File: config.mk
export PLATFORM = sky130hd
export DESIGN_NAME = fifo_loopback
export DESIGN_NICKNAME = d
export VERILOG_FILES = /design/src/rtl/fifo_loopback_pkg.sv /design/src/rtl/loopback_counter.sv /design/src/rtl/fifo_loopback.sv
export SDC_FILE = /design/constraint.sdc
export NUM_CORES = 1
export LEC_CHECK = 0
export CORE_UTILIZATION = 40
export CTS_CLUSTER_DIAMETER = 30
export DETAILED_ROUTE_END_ITERATION = 6
export PLACE_DENSITY_LB_ADDON = 0.08
export SYNTH_ARGS = -nofsm -noshare
export SYNTH_HDL_FRONTEND = slang
export SYNTH_SLANG_ARGS = --single-unit
File: constraint.sdc
create_clock -name clk -period 2 [get_ports clk]
set_clock_uncertainty 0.2 [all_clocks]
set_input_delay 0.4 -clock clk [delete_from_list [all_inputs] [get_ports clk]]
set_output_delay 0.4 -clock clk [all_outputs]
set_load 0.02 [all_outputs]
File: src/rtl/fifo_loopback_pkg.sv
// fifo_loopback_pkg: shared FSM state encoding and default
// terminator / inserted character constants for fifo_loopback.
package fifo_loopback_pkg;

   // Holding-register FSM states
   typedef enum logic [1:0] {
      ST_EMPTY = 2'd0,
      ST_DATA  = 2'd1,
      ST_INS   = 2'd2
   } lb_state_t;

   // Default terminator (CR) and inserted character (LF)
   localparam logic [7:0] TERM_CHAR_DEF = 8'h0D;
   localparam logic [7:0] INS_CHAR_DEF  = 8'h0A;

endpackage

File: src/rtl/loopback_counter.sv
// loopback_counter: free-running wrapping event counter.
// Ports: clk, rst (async, active-high), inc (count enable),
//        count (current value, wraps all-ones -> 0 silently).
module loopback_counter #(
   parameter int CNT_W = 16
) (
   input  logic             clk,
   input  logic             rst,
   input  logic             inc,
   output logic [CNT_W-1:0] count
);

   logic [CNT_W-1:0] r_count;

   always_ff @(posedge clk or posedge rst) begin
      if (rst) begin
         r_count <= '0;
      end else if (inc) begin
         r_count <= r_count + CNT_W'(1);
      end
   end

   assign count = r_count;

endmodule

File: src/rtl/fifo_loopback.sv
// fifo_loopback: moves words from an FWFT RX FIFO to a TX FIFO
// through a one-word holding register, optionally inserting
// INS_CHAR after each forwarded TERM_CHAR (e.g. CR -> CR LF).
// Ports:
//   clk, rst          clock, async active-high reset
//   en                accept new words from the RX FIFO
//   expand_en         insert INS_CHAR after TERM_CHAR
//   rx_fifo_dout/empty/rd_en   RX FIFO read side (FWFT)
//   tx_fifo_din/full/wr_en     TX FIFO write side
//   rx_count/tx_count words popped / written (wrapping)
//   busy              holding register occupied
module fifo_loopback
   import fifo_loopback_pkg::*;
#(
   parameter int         DATA_W    = 8,
   parameter logic [7:0] TERM_CHAR = TERM_CHAR_DEF,
   parameter logic [7:0] INS_CHAR  = INS_CHAR_DEF,
   parameter int         CNT_W     = 16
) (
   input  logic              clk,
   input  logic              rst,
   input  logic              en,
   input  logic              expand_en,
   input  logic [DATA_W-1:0] rx_fifo_dout,
   input  logic              rx_fifo_empty,
   output logic              rx_fifo_rd_en,
   output logic [DATA_W-1:0] tx_fifo_din,
   input  logic              tx_fifo_full,
   output logic              tx_fifo_wr_en,
   output logic [CNT_W-1:0]  rx_count,
   output logic [CNT_W-1:0]  tx_count,
   output logic              busy
);

   localparam logic [DATA_W-1:0] TERM_W = DATA_W'(TERM_CHAR);
   localparam logic [DATA_W-1:0] INS_W  = DATA_W'(INS_CHAR);

   lb_state_t         r_state;
   lb_state_t         w_state_nxt;
   logic [DATA_W-1:0] r_word;
   logic [DATA_W-1:0] w_word_nxt;

   logic w_wr;
   logic w_term_hit;
   logic w_pop;

   // State register
   always_ff @(posedge clk or posedge rst) begin
      if (rst) begin
         r_state <= ST_EMPTY;
         r_word  <= '0;
      end else begin
         r_state <= w_state_nxt;
         r_word  <= w_word_nxt;
      end
   end

   // Next-state logic
   always_comb begin
      w_state_nxt = r_state;
      w_word_nxt  = r_word;
      unique case (r_state)
         ST_EMPTY: begin
            if (w_pop) begin
               w_state_nxt = ST_DATA;
               w_word_nxt  = rx_fifo_dout;
            end
         end
         ST_DATA: begin
            if (w_wr) begin
               // A terminator blocks the pop so the insert slot
               // follows it directly.
               if (w_term_hit) begin
                  w_state_nxt = ST_INS;
                  w_word_nxt  = INS_W;
               end else if (w_pop) begin
                  w_state_nxt = ST_DATA;
                  w_word_nxt  = rx_fifo_dout;
               end else begin
                  w_state_nxt = ST_EMPTY;
               end
            end
         end
         ST_INS: begin
            if (w_wr) begin
               if (w_pop) begin
                  w_state_nxt = ST_DATA;
                  w_word_nxt  = rx_fifo_dout;
               end else begin
                  w_state_nxt = ST_EMPTY;
               end
            end
         end
         default: begin
            w_state_nxt = ST_EMPTY;
            w_word_nxt  = '0;
         end
      endcase
   end

   // Output logic; rst gating keeps strobes low during an
   // asynchronous reset before the state flops settle.
   always_comb begin
      w_wr = (r_state != ST_EMPTY) & ~tx_fifo_full & ~rst;
      w_term_hit = (r_state == ST_DATA) & expand_en
                 & (r_word == TERM_W);
      w_pop = en & ~rx_fifo_empty & ~rst
            & ((r_state == ST_EMPTY) | (w_wr & ~w_term_hit));
   end

   assign tx_fifo_wr_en = w_wr;
   assign tx_fifo_din   = w_wr ? r_word : '0;
   assign rx_fifo_rd_en = w_pop;
   assign busy          = (r_state != ST_EMPTY);

   loopback_counter #(
      .CNT_W (CNT_W)
   ) u_rx_cnt (
      .clk   (clk),
      .rst   (rst),
      .inc   (w_pop),
      .count (rx_count)
   );

   loopback_counter #(
      .CNT_W (CNT_W)
   ) u_tx_cnt (
      .clk   (clk),
      .rst   (rst),
      .inc   (w_wr),
      .count (tx_count)
   );

endmodule

==> impl_metrics.env <==
export IMPL_clock_root_buffer="clkbuf_8"
export IMPL_power_leakage_uw=0.00156
export IMPL_critPathLaunchType="flip-flop"
export IMPL_crit_fanout=2
export IMPL_required_ps=1400
export IMPL_grt_max_degree=43
export IMPL_drt_iter0_drc=81
export IMPL_slew_violations=0
export IMPL_clkTransAtPathRegs_ps=80
export IMPL_grt_first_pass_wirelength_mm=7.85
export IMPL_tns_ps=-465
export IMPL_min_period_ps=2110
export IMPL_reg2regPathDepth=6
export IMPL_ios=57
export IMPL_start_util_pct=41.5
export IMPL_fin_ws_ps=-109
export IMPL_holdCritStartpoint="u_tx_cnt.count[15]"
export IMPL_avgSynthCellArea_sq_um=10.6
export IMPL_fp_dieW_microns=74.6
export IMPL_ant_nets=0
export IMPL_yosys_warnings=0
export IMPL_core_area_sq_um=5070
export IMPL_r2r_start="r_word[7]"
export IMPL_htreeDepth=2
export IMPL_synth_cell_types=37
export IMPL_synthFlopType="dfrtp_1"
export IMPL_final_net_count=302
export IMPL_holdPathEnd="u_tx_cnt.count[15]"
export IMPL_diodes=0
export IMPL_yosysMostFrequentCell="dfrtp_1"
export IMPL_avgRoutedWirePerCell_microns=13.9
export IMPL_via_per_inst=5.12
export IMPL_slew_headroom_pct=69.3
export IMPL_ys_seq_elements=42
export IMPL_min_path_cells=1
export IMPL_drt_wl_total_mm=4.97
export IMPL_power_density_nw_per_um2=882
export IMPL_tightest_slew_ps=457
export IMPL_syn_area_sq_um=2110
export IMPL_fp_row_count=26
export IMPL_place_inst=348
export IMPL_die_h_microns=74.6
export IMPL_regToRegEndpoint="r_word[4]"
export IMPL_peakVddDrop_mv=0.728
export IMPL_syn_nets=215
export IMPL_grt_ovfl_total=0
export IMPL_dr_pass1_iters=4
export IMPL_status="finished with violations"
export IMPL_drc=0
export IMPL_synth_common_cells="dfrtp_1 (42), nand3_1 (16), xnor2_1 (15), xor2_1 (15), nand2_1 (14)"
export IMPL_total_power_uw=2750
export IMPL_clk_insertion_delay_late_ps=290
export IMPL_finalCritPeriodShare_pct=105
export IMPL_layout_area_overhead_vs_synth_pct=47.7
export IMPL_syn_inst=199
export IMPL_yosys_area_top_type="dfrtp_1"
export IMPL_grt_usage_pct=18.8
export IMPL_ff2ff_setup_slack_ps=150
export IMPL_rsz0062_at_grt="true"
export IMPL_final_hold_violation_count=0
export IMPL_drv_cap=0
export IMPL_holdWs_ps=272
export IMPL_cts_sinks=42
export IMPL_portBuffers=56
export IMPL_min_path_type="reg -> reg"
export IMPL_cts_tree="done"
export IMPL_violations="negative setup slack"
export IMPL_gp_congestion=0.807
export IMPL_synth_largest_type_area_fraction_pct=49.9
export IMPL_placed_cell_area_sq_um=2960
export IMPL_antenna_found_initial=0
export IMPL_numCtsBuffers=5
export IMPL_clock_fmax_mhz=474
export IMPL_grt_pass1_vias=1712
export IMPL_ys_seq_area_share_pct=49.9
export IMPL_final_cells=357
export IMPL_synth_edf_count=0
export IMPL_synth_area_leaders="dfrtp_1 (50%), xnor2_1 (6.2%), xor2_1 (6.2%), nand3_1 (3.8%), and3_1 (3.3%)"
export IMPL_hpwlAfterDp_mm=3.59
export IMPL_fin_area_sq_um=3110
export IMPL_crit_type="reg -> out"
export IMPL_arrival_ps=1510
export IMPL_setup_viol=10
export IMPL_clockBufferDepth=2
export IMPL_final_layout_size_suffix_gt1_share_pct=23.0
export IMPL_dieArea_sq_um=5560
export IMPL_vias=1827
export IMPL_synth_async_reset_ratio_pct=100
export IMPL_crit_path_end_kind="primary output"
-- metrics by stage --
step	worst slack [ps]	util [%]
floorplan	48.9	-
global placement	-596	58.3
detailed placement	-624	58.3
CTS	-137	60.7
global route	-190	61.3
finish	-109	61.3
-- critical path, cell delays in order (launching register included) --
cell and delay [ps]:
dfrtp_1 420, nor4b_4 300, nand4_1 210, nand2_2 120, inv_2 40, buf_6 120
-- cell type report --
class | instances | area (sq um)
clock inverters | 2 | 60.1
clock buffers | 6 | 82.6
inverters | 5 | 21.3
flip-flops and latches | 42 | 1050
fillers | 473 | 1960
multi-input cells | 146 | 1020
repair buffers | 86 | 785
well taps | 70 | 87.6
-- layer usage --
metal  GRT usage (%)  part of all wire, %
met5               0                    0
met2            27.8                   45
met1            27.0                   49
met3            3.79                  4.5
met4            7.34                  1.5
-- flip-flops by register name, indices dropped and copies added (netlist names) --
register        count
u_rx_cnt.count     16
u_tx_cnt.count     16
r_word              8
r_state             2
-- how the worst max path moves through the flow --
| stage | start | end | slack, ps | cells past startpoint |
|---|---|---|---|---|
| 2_1_floorplan | r_state[1] | u_tx_cnt.count[1] | 50 | 3 |
| 3_3_place_gp | rst | rx_fifo_rd_en | -600 | 6 |
| 3_5_place_dp | expand_en | rx_fifo_rd_en | -620 | 6 |
| 4_1_cts | r_word[7] | rx_fifo_rd_en | -140 | 5 |
| 5_1_grt | r_state[1] | rx_fifo_rd_en | -190 | 5 |
| 6_report | r_word[7] | rx_fifo_rd_en | -110 | 5 |
-- placed cells by master (no fill, tap or decap), drive strengths merged --
cell type      instances
a21o                   2
a21oi                  9
a32o                   2
and2                   4
and3                  11
and4                   4
and4bb                 1
buf                   41
bufinv                 2
clkbuf                 6
clkdlybuf4s50         34
dfrtp                 42
dlygate4sd2            4
dlymetal6s2s           7
ha                     2
inv                    5
mux2                   2
nand2                 15
nand3                 16
nand4                 11
nor2                   8
nor2b                  2
nor3                  10
nor3b                  2
nor4                   3
nor4b                  2
o21ai                  8
o2bb2ai                1
or3                    1
xnor2                 15
xor2                  15
-- report_power, final --
part / total [uW] / leakage, uW / switching (uW) / internal, uW
clock network: 828 / 0.0000714 / 295 / 532
registers: 1150 / 0.000551 / 165 / 984
logic: 768 / 0.000936 / 372 / 396
total: 2750 / 0.00156 / 832 / 1910
-- kinds of logic after synthesis --
| group | after synthesis | share of synthesized area [%] |
|---|---|---|
| flops | 42 | 49.9 |
| mux | 2 | 1.07 |
| compound gates | 22 | 6.12 |
| fa+ha+maj | 2 | 1.19 |
| buf+inv | 11 | 2.73 |
| xor+xnor | 30 | 12.5 |
| simple gates | 90 | 26.5 |
-- repair_timing --
item / CTS / global route
buffers inserted: 0 / 1
endpoints found under the setup margin: 12 / 10
hold buffers: 0 / 0
pin swaps: 4 / 2
resized for setup: 53 / 16
cloned: 0 / 0
Note: power is estimated with default switching activity, not from simulation.
